`config.mk`:
```
export PLATFORM = sky130hd
export DESIGN_NAME = stopwatch_ctrl_flat
export DESIGN_NICKNAME = d
export VERILOG_FILES = /design/src/rtl/stopwatch_ctrl_pkg.sv /design/src/rtl/stopwatch_ctrl_if.sv /design/src/rtl/stopwatch_ctrl_btn_debounce.sv /design/src/rtl/stopwatch_ctrl.sv /design/src/flat_wrapper.sv
export SDC_FILE = /design/constraint.sdc
export NUM_CORES = 1
export LEC_CHECK = 0
export ABC_AREA = 0
export BUFFER_PORTS_ARGS = -buffer_cell sky130_fd_sc_hd__buf_2
export CAP_MARGIN = 20
export CORE_MARGIN = 1.5
export CORE_UTILIZATION = 40
export DETAILED_ROUTE_END_ITERATION = 8
export GPL_ROUTABILITY_DRIVEN = 0
export GPL_TIMING_DRIVEN = 1
export PLACE_DENSITY = 0.66
export SLEW_MARGIN = 15
export SYNTH_ARGS = -nofsm -noshare
export SYNTH_HDL_FRONTEND = slang
export SYNTH_SLANG_ARGS = --single-unit
```
`constraint.sdc`:
```
create_clock -name clk -period 4.8 [get_ports clk]
set_clock_uncertainty 0.05 [all_clocks]
set_input_delay 1.44 -clock clk [delete_from_list [all_inputs] [get_ports clk]]
set_output_delay 1.44 -clock clk [all_outputs]
set_load 0.01 [all_outputs]
```
`src/rtl/stopwatch_ctrl_pkg.sv`:
```
// Shared state codes and width helper for the stopwatch control slice.
// Optional lap/freeze feature is enabled by defining LAP_EN.
package stopwatch_ctrl_pkg;

    typedef enum logic [1:0] {
        ST_IDLE  = 2'd0,
        ST_RUN   = 2'd1,
        ST_PAUSE = 2'd2,
        ST_HOLD  = 2'd3
    } state_t;

    // Width of a counter that must hold values 0..n-1 (never below 1 bit).
    function automatic int cnt_width(input int n);
        return (n > 1) ? $clog2(n) : 1;
    endfunction

endpackage

```
`src/rtl/stopwatch_ctrl_if.sv`:
```
// Button inputs and control outputs between board, sequencer and datapath.
// LAP_EN adds the lap button and the display freeze flag.
interface stopwatch_ctrl_if;
    import stopwatch_ctrl_pkg::*;

    logic   btnL;
    logic   cnt_en;
    logic   cnt_clr;
    logic   scan_tick;
    logic   running;
    state_t state;
`ifdef LAP_EN
    logic   btnC;
    logic   freeze;
`endif

    modport master (
`ifdef LAP_EN
        input  btnC,
        output freeze,
`endif
        input  btnL,
        output cnt_en,
        output cnt_clr,
        output scan_tick,
        output running,
        output state
    );

    modport slave (
`ifdef LAP_EN
        output btnC,
        input  freeze,
`endif
        output btnL,
        input  cnt_en,
        input  cnt_clr,
        input  scan_tick,
        input  running,
        input  state
    );

endinterface

```
`src/rtl/stopwatch_ctrl_btn_debounce.sv`:
```
// Two-flop synchroniser, stable-count debouncer and edge pulses for one button.
// Used for btnL always and for btnC when LAP_EN is defined.
module btn_debounce
    import stopwatch_ctrl_pkg::*;
#(
    parameter int DB_CYC = 1_000_000
) (
    input  logic clk,
    input  logic rst,
    input  logic raw,
    output logic rise,
    output logic fall
);

    localparam int DW = cnt_width(DB_CYC);
    localparam logic [DW-1:0] DB_MAX = DW'(DB_CYC - 1);

    logic          s1;
    logic          s2;
    logic          level;
    logic          level_d;
    logic [DW-1:0] cnt;

    // bring the asynchronous button into the clock domain
    always_ff @(posedge clk or posedge rst) begin
        if (rst) begin
            s1 <= 1'b0;
            s2 <= 1'b0;
        end else begin
            s1 <= raw;
            s2 <= s1;
        end
    end

    // flip the level only after DB_CYC consecutive differing samples
    always_ff @(posedge clk or posedge rst) begin
        if (rst) begin
            level <= 1'b0;
            cnt   <= '0;
        end else if (s2 == level) begin
            cnt <= '0;
        end else if (cnt == DB_MAX) begin
            level <= s2;
            cnt   <= '0;
        end else begin
            cnt <= cnt + 1'b1;
        end
    end

    // delayed level for edge detection
    always_ff @(posedge clk or posedge rst) begin
        if (rst) level_d <= 1'b0;
        else     level_d <= level;
    end

    assign rise = level & ~level_d;
    assign fall = ~level & level_d;

endmodule

```
`src/rtl/stopwatch_ctrl.sv`:
```
// Stopwatch sequencer: debounced pause/run button, IDLE/RUN/PAUSE/HOLD FSM,
// count/clear/scan pulses. Define LAP_EN for the lap button and freeze output.
module stopwatch_ctrl
    import stopwatch_ctrl_pkg::*;
#(
    parameter int CLK_HZ   = 100_000_000,
    parameter int TICK_HZ  = 10,
    parameter int SCAN_HZ  = 1000,
    parameter int DB_CYC   = 1_000_000,
    parameter int HOLD_CYC = 100_000_000
) (
    input  logic clk,
    input  logic btnR,
    stopwatch_ctrl_if.master bus
);

    localparam int TICK_DIV = CLK_HZ / TICK_HZ;
    localparam int SCAN_DIV = CLK_HZ / SCAN_HZ;
    localparam int PW = cnt_width(TICK_DIV);
    localparam int SW = cnt_width(SCAN_DIV);
    localparam int HW = cnt_width(HOLD_CYC);
    localparam logic [PW-1:0] PRESC_MAX = PW'(TICK_DIV - 1);
    localparam logic [SW-1:0] SCAN_MAX  = SW'(SCAN_DIV - 1);
    localparam logic [HW-1:0] HOLD_MAX  = HW'(HOLD_CYC - 1);

    logic          press;
    logic          rel;
    state_t        state_q;
    logic [PW-1:0] presc;
    logic [HW-1:0] hold;
    logic [SW-1:0] scan_cnt;
    logic          cnt_en_q;
    logic          cnt_clr_q;
    logic          scan_q;
    logic          running_q;

    btn_debounce #(.DB_CYC(DB_CYC)) u_db_l (
        .clk  (clk),
        .rst  (btnR),
        .raw  (bus.btnL),
        .rise (press),
        .fall (rel)
    );

    // free-running digit-scan divider, independent of the FSM
    always_ff @(posedge clk or posedge btnR) begin
        if (btnR) begin
            scan_cnt <= '0;
            scan_q   <= 1'b0;
        end else begin
            scan_q   <= (scan_cnt == SCAN_MAX);
            scan_cnt <= (scan_cnt == SCAN_MAX) ? '0 : scan_cnt + 1'b1;
        end
    end

    // FSM with prescaler, hold timer and registered pulse outputs
    always_ff @(posedge clk or posedge btnR) begin
        if (btnR) begin
            state_q   <= ST_IDLE;
            presc     <= '0;
            hold      <= '0;
            cnt_en_q  <= 1'b0;
            cnt_clr_q <= 1'b0;
            running_q <= 1'b0;
        end else begin
            cnt_en_q  <= 1'b0;
            cnt_clr_q <= 1'b0;
            unique case (state_q)
                ST_IDLE: begin
                    presc <= '0;
                    if (press) begin
                        state_q   <= ST_RUN;
                        running_q <= 1'b1;
                    end
                end
                ST_RUN: begin
                    // terminal count still fires on the pausing edge
                    cnt_en_q <= (presc == PRESC_MAX);
                    presc    <= (presc == PRESC_MAX) ? '0 : presc + 1'b1;
                    if (press) begin
                        state_q   <= ST_PAUSE;
                        running_q <= 1'b0;
                    end
                end
                ST_PAUSE: begin
                    if (press) begin
                        state_q <= ST_HOLD;
                        hold    <= '0;
                    end
                end
                ST_HOLD: begin
                    if (rel) begin
                        state_q   <= ST_RUN;
                        running_q <= 1'b1;
                    end else if (hold == HOLD_MAX) begin
                        state_q   <= ST_IDLE;
                        cnt_clr_q <= 1'b1;
                        presc     <= '0;
                    end else begin
                        hold <= hold + 1'b1;
                    end
                end
                default: begin
                    state_q   <= ST_IDLE;
                    running_q <= 1'b0;
                end
            endcase
        end
    end

`ifdef LAP_EN
    logic lap_rise;
    logic lap_fall;
    logic freeze_q;

    btn_debounce #(.DB_CYC(DB_CYC)) u_db_c (
        .clk  (clk),
        .rst  (btnR),
        .raw  (bus.btnC),
        .rise (lap_rise),
        .fall (lap_fall)
    );

    // lap toggles freeze while running; any exit from RUN clears it
    always_ff @(posedge clk or posedge btnR) begin
        if (btnR)
            freeze_q <= 1'b0;
        else if (state_q == ST_RUN && !press)
            freeze_q <= freeze_q ^ lap_rise;
        else
            freeze_q <= 1'b0;
    end

    assign bus.freeze = freeze_q;
`endif

    assign bus.cnt_en    = cnt_en_q;
    assign bus.cnt_clr   = cnt_clr_q;
    assign bus.scan_tick = scan_q;
    assign bus.running   = running_q;
    assign bus.state     = state_q;

endmodule
```
`src/flat_wrapper.sv`:
```
// flat-port wrapper written by rule: the top's interface ports become plain ports
module stopwatch_ctrl_flat import stopwatch_ctrl_pkg::*;
#(
    parameter int CLK_HZ   = 100_000_000,
    parameter int TICK_HZ  = 10,
    parameter int SCAN_HZ  = 1000,
    parameter int DB_CYC   = 1_000_000,
    parameter int HOLD_CYC = 100_000_000
)
  (clk, btnR, bus_btnL, bus_cnt_en, bus_cnt_clr, bus_scan_tick, bus_running, bus_state);
  stopwatch_ctrl_if bus_i ();
  input  logic clk;
  input  logic btnR;
  input wire logic [$bits(bus_i.btnL)-1:0] bus_btnL;
  output wire logic [$bits(bus_i.cnt_en)-1:0] bus_cnt_en;
  output wire logic [$bits(bus_i.cnt_clr)-1:0] bus_cnt_clr;
  output wire logic [$bits(bus_i.scan_tick)-1:0] bus_scan_tick;
  output wire logic [$bits(bus_i.running)-1:0] bus_running;
  output wire logic [$bits(bus_i.state)-1:0] bus_state;
  assign bus_i.btnL = bus_btnL;
  assign bus_cnt_en = bus_i.cnt_en;
  assign bus_cnt_clr = bus_i.cnt_clr;
  assign bus_scan_tick = bus_i.scan_tick;
  assign bus_running = bus_i.running;
  assign bus_state = bus_i.state;
  stopwatch_ctrl #(.CLK_HZ(CLK_HZ), .TICK_HZ(TICK_HZ), .SCAN_HZ(SCAN_HZ), .DB_CYC(DB_CYC), .HOLD_CYC(HOLD_CYC)) u_core (.clk(clk), .btnR(btnR), .bus(bus_i));
endmodule
```
==> Word-level counts from Yosys, hierarchy flattened <==
Index checks and enable logic that the tools add are counted.
Widths: inputs -> output; s select.
{ "classes": {"add_sub_neg": 4, "n_eq_ne": 16, "mux": 25, "bitwise_logic": 5, "n_reduce_logical": 8} }
{ "ops": {"columns": ["op", "n"], "rows": [
  ["$mux 27", 3],
  ["$mux 24", 3],
  ["$pmux 24 s3", 1],
  ["$pmux 27 s2", 1],
  ["$mux 20", 2],
  ["$add 27x1->27 const B", 1],
  ["$eq 27x27->1 const B", 1],
  ["$add 24x1->24 const B", 1],
  ["$eq 24x24->1 const B", 1],
  ["$add 20x1->20 const B", 1],
  ["$eq 20x20->1 const B", 1],
  ["$add 17x1->17 const B", 1],
  ["$eq 17x17->1 const B", 1],
  ["$mux 17", 1],
  ["$reduce_and 4->1", 3],
  ["$mux 2", 5],
  ["$ne 2x1->1 const B", 5],
  ["$pmux 2 s4", 1],
  ["$mux 1", 7],
  ["$eq 2x2->1 const B", 2],
  ["$ne 2x2->1 const B", 2],
  ["$ne 3x1->1 const B", 1],
  ["$not 1->1", 3],
  ["$pmux 1 s3", 1],
  ["8 further kinds", 9]
]} }
{ "word_totals": {"regBits": 98, "in_bits": 3, "out_inout_bits": 6, "elab_cells": 71} }

==> Longest topological paths before layout <==
{ "logic_depth": {"word_depth": 4, "mapped_depth": 9, "ltp_nobuf": 7} }

==> By module <==
Synthesis repeated with hierarchy kept, for this count alone.
{ "unflattened": {"hier_cells": 547, "area_unflattened_um2": 5328.9} }
{ "modules_own_cells": {"columns": ["module", "n_inst", "cells_each", "area_each_um2", "seq_area_each_um2"], "rows": [
  ["stopwatch_ctrl", 1, 436, 4141.5, 1851.8],
  ["btn_debounce", 1, 111, 1187.4, 600.6]
]} }

==> Worst setup path after synthesis <==
Ideal clock, no wire load.
{ "synth_timing": {"kind": "flip-flop to flip-flop", "startpoint": "register u_core.hold[0]", "endpoint": "register u_core.hold[24]", "setup_time_ps": 124, "arrival_time_ps": 2310, "required_ps": 4626, "slack_ps": 2316, "path_stages_with_launch": 9, "path_buffers": 2, "period_less_slack_ps": 2484, "cell_sequence": "dfrtp_1 -> ha_1 -> nand4_1 -> or4_4 -> o211a_1 -> buf_6 -> buf_6 -> o211a_1 -> a211o_1"} }
{ "synth_via": {"elab_chain_cells": 4, "word_cells_on_any_way": 7, "cone_classes": "add/sub (1); eq/ne (2); mux (3); reduce/logical (1)"} }
{ "synth_rtl": {"columns": ["element", "line", "source"], "rows": [
  ["from (decl)", "stopwatch_ctrl.sv:30", "logic [HW-1:0] hold;"],
  ["from (signal assigned)", "stopwatch_ctrl.sv:100", "hold <= hold + 1'b1;"],
  ["$add 27x1->27", "stopwatch_ctrl.sv:100", null],
  ["$mux 27", "stopwatch_ctrl.sv:95", "end else if (hold == HOLD_MAX) begin"],
  ["$mux 27", "stopwatch_ctrl.sv:92", "if (rel) begin"],
  ["$pmux 27 s2", "stopwatch_ctrl.sv:68", "unique case (state_q)"]
]} }
Several ways; a longest one is shown, not always the timed one. The select of a mux whose other input is x is not followed.
A chain may end at the register's enable or synchronous reset.

==> Worst setup path in the final report <==
{ "layout_timing": {"startpoint": "register u_core.hold[0]", "endpoint": "register u_core.hold[22]"} }
The elaborated chain is that of the path after synthesis.

==> qor.log <==
INFO  power          power.total=0.00165W
INFO  floorplan      start_util=0.414
INFO  setup_path     start_kind=flop
INFO  setup_path     crit_path_start=u_core.hold[0]
INFO  logic_synthesis largest_family_of_logic_cells_by_synthesized_area=simple AND/OR/NAND/NOR gates
INFO  sta            post_route_fraction_of_the_period_consumed_by_the_critical_path=0.679
INFO  cells_and_area layout_cell_share_with_drive_strength_beyond_1=0.0768
INFO  cts            clkSlewWorstSetupHoldPaths=0.07ns
INFO  global_route   antenna_violations_before_repair=0
INFO  place          hpwl=7830um
INFO  cells_and_area mostFrequentLayoutCell=sky130_fd_sc_hd__dfrtp_1
INFO  global_route   vias_in_the_first_global_route=4051
INFO  setup_path     crit-reg2reg-launch=u_core.hold[0]
INFO  sta            setup_repair_after_global_routing_missed_its_margin=false
INFO  logic_synthesis synth_fa_ha_area_frac=0.0213
INFO  setup_path     worst-endpoint-arrival=3.47ns
INFO  setup_path     required=5.01ns
INFO  global_route   gr-total-overflow=0
INFO  logic_synthesis ys_ff_latch=98
INFO  sta            period_minus_slack=3.26ns
INFO  detailed_routing via_count=4355
INFO  logic_synthesis synthesized_netlist_net_count=573
INFO  detailed_routing detail_route.wirelength=11400um
INFO  sta            hold_slack=0.307ns
INFO  power          power.ir.vdd_worst=174uV
INFO  cts            cts.repair_timing.setup_buffer_count=0
INFO  sta            fmax=307MHz
INFO  power          power.leakage=2.40nW
INFO  logic_synthesis sequential_to_total_area_share_from_yosys_stat=0.463
INFO  place          place.port_buffers=8
INFO  setup_path     reg2regPathDepth=6
INFO  setup_path     critical_path.reg2reg.endpoint=u_core.hold[22]
INFO  power          pwr_dens=283nW/um2
INFO  logic_synthesis ys.flop_type=sky130_fd_sc_hd__dfrtp_1
INFO  cts            cts_repair_resize_count=0
INFO  cts            numClockSinks=98
INFO  sta            timing.slew.headroom=0.258
INFO  cells_and_area syn_to_final_growth=10.3%
INFO  cts            cts.path.max_buffers=2
INFO  outcome        run_status=finished, final reports clean
INFO  detailed_routing drt_first_pass_iters=6
INFO  cells_and_area top_library_cells_by_usage_in_the_layout_fill_and_taps_aside=98 x sky130_fd_sc_hd__dfrtp_1, 55 x sky130_fd_sc_hd__nor2_1, 45 x sky130_fd_sc_hd__nand2_1
INFO  setup_path     critical_path_end_type=flop
INFO  setup_path     critical_path.endpoint=u_core.hold[22]
INFO  cts            cts_tree=yes
INFO  floorplan      rows=41
INFO  detailed_routing ant_nets=0
INFO  detailed_routing vias_per_cell=5.85
INFO  floorplan      chipWidth=118um
INFO  logic_synthesis yosysWarnings=0
INFO  cells_and_area net_count_final=580
INFO  detailed_routing remaining_drc_errors=0
INFO  cells_and_area antenna_cells=0
INFO  logic_synthesis post_synth_xor_area_fraction=0.0530
INFO  cts            cts_made_buffers=9
INFO  setup_path     timing.setup.critical_path_class=reg -> reg
INFO  cells_and_area final_area=5840um2
INFO  sta            slew_viol_final=0
INFO  cts            worstSkewPairLatency=0.35ns
INFO  floorplan      num_io_pins=9
INFO  logic_synthesis synth_area_per_cell=9.43um2
INFO  cts            cts-hold-fix-buffers=0
INFO  worst_hold_path holdCritPathClass=reg -> reg
INFO  floorplan      full_die_area=13900um2
INFO  global_route   grt_start_max_net_pins=45
INFO  place          postPlaceCellArea=5510um2
INFO  logic_synthesis netlist-cell-type-count=57
INFO  cts            cts_htree_levels=3
INFO  job            drv_cap=0
INFO  floorplan      die_h=118um
INFO  setup_path     path_max_fanout=16
INFO  logic_synthesis synthArstFlopShare=1.00
INFO  global_route   grt_util_all_layers=0.172
INFO  global_route   first_pass_grt_wire_length=19700um
INFO  logic_synthesis synth-compound-area-share=0.149
INFO  detailed_routing detailedRoute.firstIterationViolations=330
INFO  setup_path     reg2reg_slack=1.54ns
INFO  logic_synthesis synth-edff-count=0
INFO  detailed_routing wl_per_cell=15.3um
INFO  sta            worstMarginPinSlew=1.11ns
INFO  sta            report.final.hold_viol_count=0
INFO  logic_synthesis gate_count_after_technology_mapping=561
INFO  sta            finalSetupViolCount=0
INFO  logic_synthesis yosys.area_share.simple=0.260
INFO  floorplan      core-area=12800um2
INFO  logic_synthesis mux_share_of_post_synthesis_cell_area=0.0215
INFO  cts            clock_tree.root_cell=sky130_fd_sc_hd__clkbuf_16
INFO  sta            setup-tns-final=0ns
INFO  logic_synthesis synthesis.area=5290um2
==> metal layers <==
layer	global-route usage	wire length, um	share of wire
met3	0.0242	424	0.037
met2	0.264	5290	0.46
met1	0.237	5430	0.48
met4	0.0899	270	0.024
met5	0	0	0
==> worst min-delay path by stage <==
stage                     start          endpoint  slack, ns  depth (start not counted)
5_1_grt        u_core.u_db_l.s1  u_core.u_db_l.s2       0.32                          0
4_1_cts        u_core.u_db_l.s1  u_core.u_db_l.s2       0.31                          0
3_3_place_gp   u_core.u_db_l.s1  u_core.u_db_l.s2       0.29                          0
2_1_floorplan  u_core.u_db_l.s1  u_core.u_db_l.s2       0.28                          0
3_5_place_dp   u_core.u_db_l.s1  u_core.u_db_l.s2       0.30                          0
6_report       u_core.u_db_l.s1  u_core.u_db_l.s2       0.31                          0
==> critical path, cell delays in order, from the launching register on <==
cell	delay [ns]
sky130_fd_sc_hd__dfrtp_1	0.41
sky130_fd_sc_hd__ha_1	0.19
sky130_fd_sc_hd__nand4_1	0.35
sky130_fd_sc_hd__or4_4	0.69
sky130_fd_sc_hd__o211ai_2	0.63
sky130_fd_sc_hd__nand2_1	0.52
sky130_fd_sc_hd__a31oi_1	0.32
==> synth_stat cells, drive strengths merged, types with 3 or more instances <==
| cell | count | share of area |
|---|---|---|
| nand4 | 25 | 0.030 |
| o211ai | 3 | 0.0052 |
| xnor2 | 23 | 0.038 |
| nand3 | 40 | 0.038 |
| dfrtp | 98 | 0.46 |
| a22o | 7 | 0.012 |
| or4 | 10 | 0.016 |
| nor2 | 55 | 0.039 |
| inv | 24 | 0.017 |
| o31ai | 10 | 0.014 |
| nor3 | 19 | 0.018 |
| xor2 | 9 | 0.015 |
| or3 | 3 | 0.0035 |
| clkbuf | 11 | 0.0078 |
| nand2b | 6 | 0.0071 |
| a211o | 6 | 0.0099 |
| a31oi | 19 | 0.022 |
| mux2i | 8 | 0.015 |
| a21boi | 3 | 0.0043 |
| a22oi | 5 | 0.0071 |
| and4 | 6 | 0.0099 |
| nor2b | 3 | 0.0035 |
| a21oi | 15 | 0.014 |
| nor4 | 12 | 0.020 |
| ha | 9 | 0.021 |
| a41oi | 3 | 0.0050 |
| and2 | 7 | 0.0083 |
| buf | 5 | 0.0071 |
| o21ai | 22 | 0.021 |
| and3 | 16 | 0.019 |
| a21o | 4 | 0.0057 |
| nor4bb | 3 | 0.0057 |
| a31o | 3 | 0.0050 |
| nand2 | 45 | 0.032 |
| mux2 | 3 | 0.0064 |
==> through the flow <==
stage / cells / utilization / setup WS (ns)
floorplan: 561 / - / 0.748
global placement: 729 / 0.431 / 1.68
detailed placement: 729 / 0.431 / 1.61
CTS: 745 / 0.457 / 1.60
global route: 745 / 0.457 / 1.33
finish: 745 / 0.457 / 1.54
==> kinds of logic (layout without fill, tap and decap cells) <==
family	after synthesis	in the layout
DFF	98	98
adders and majority gates	9	9
muxes	11	11
AOI/OAI and AO/OA	114	114
xor gates and xnor gates	32	32
buffers and inverters	40	52
and+or+nand+nor	257	257
==> power breakdown <==
part	total [W]	internal, W	leakage (nW)	switching (W)
registers	0.000830	0.000828	1.35	0.00000202
logic	0.0000256	0.00000454	0.896	0.0000210
clock network	0.000797	0.000472	0.159	0.000325
==> final cells by class <==
type                    instances  area [um2]
clock buffers                  10         239
clock inverters                 6        90.1
fillers                      1204        6940
inverters                      24        92.6
multi-input cells             423        2680
flip-flops and latches         98        2450
well taps                     172         215
repair buffers                 12        70.1
==> sequential cells by signal (all words and copies together), names as in the netlist <==
signal                 flops
u_core.u_db_l.level        1
u_core.u_db_l.level_d      1
u_core.u_db_l.s1           1
u_core.presc              24
u_core.bus.cnt_en          1
u_core.bus.scan_tick       1
u_core.u_db_l.s2           1
u_core.bus.running         1
u_core.u_db_l.cnt         20
u_core.hold               27
u_core.bus.cnt_clr         1
u_core.bus.state           2
u_core.scan_cnt           17
No activity file was read; power rests on OpenSTA's default activity.
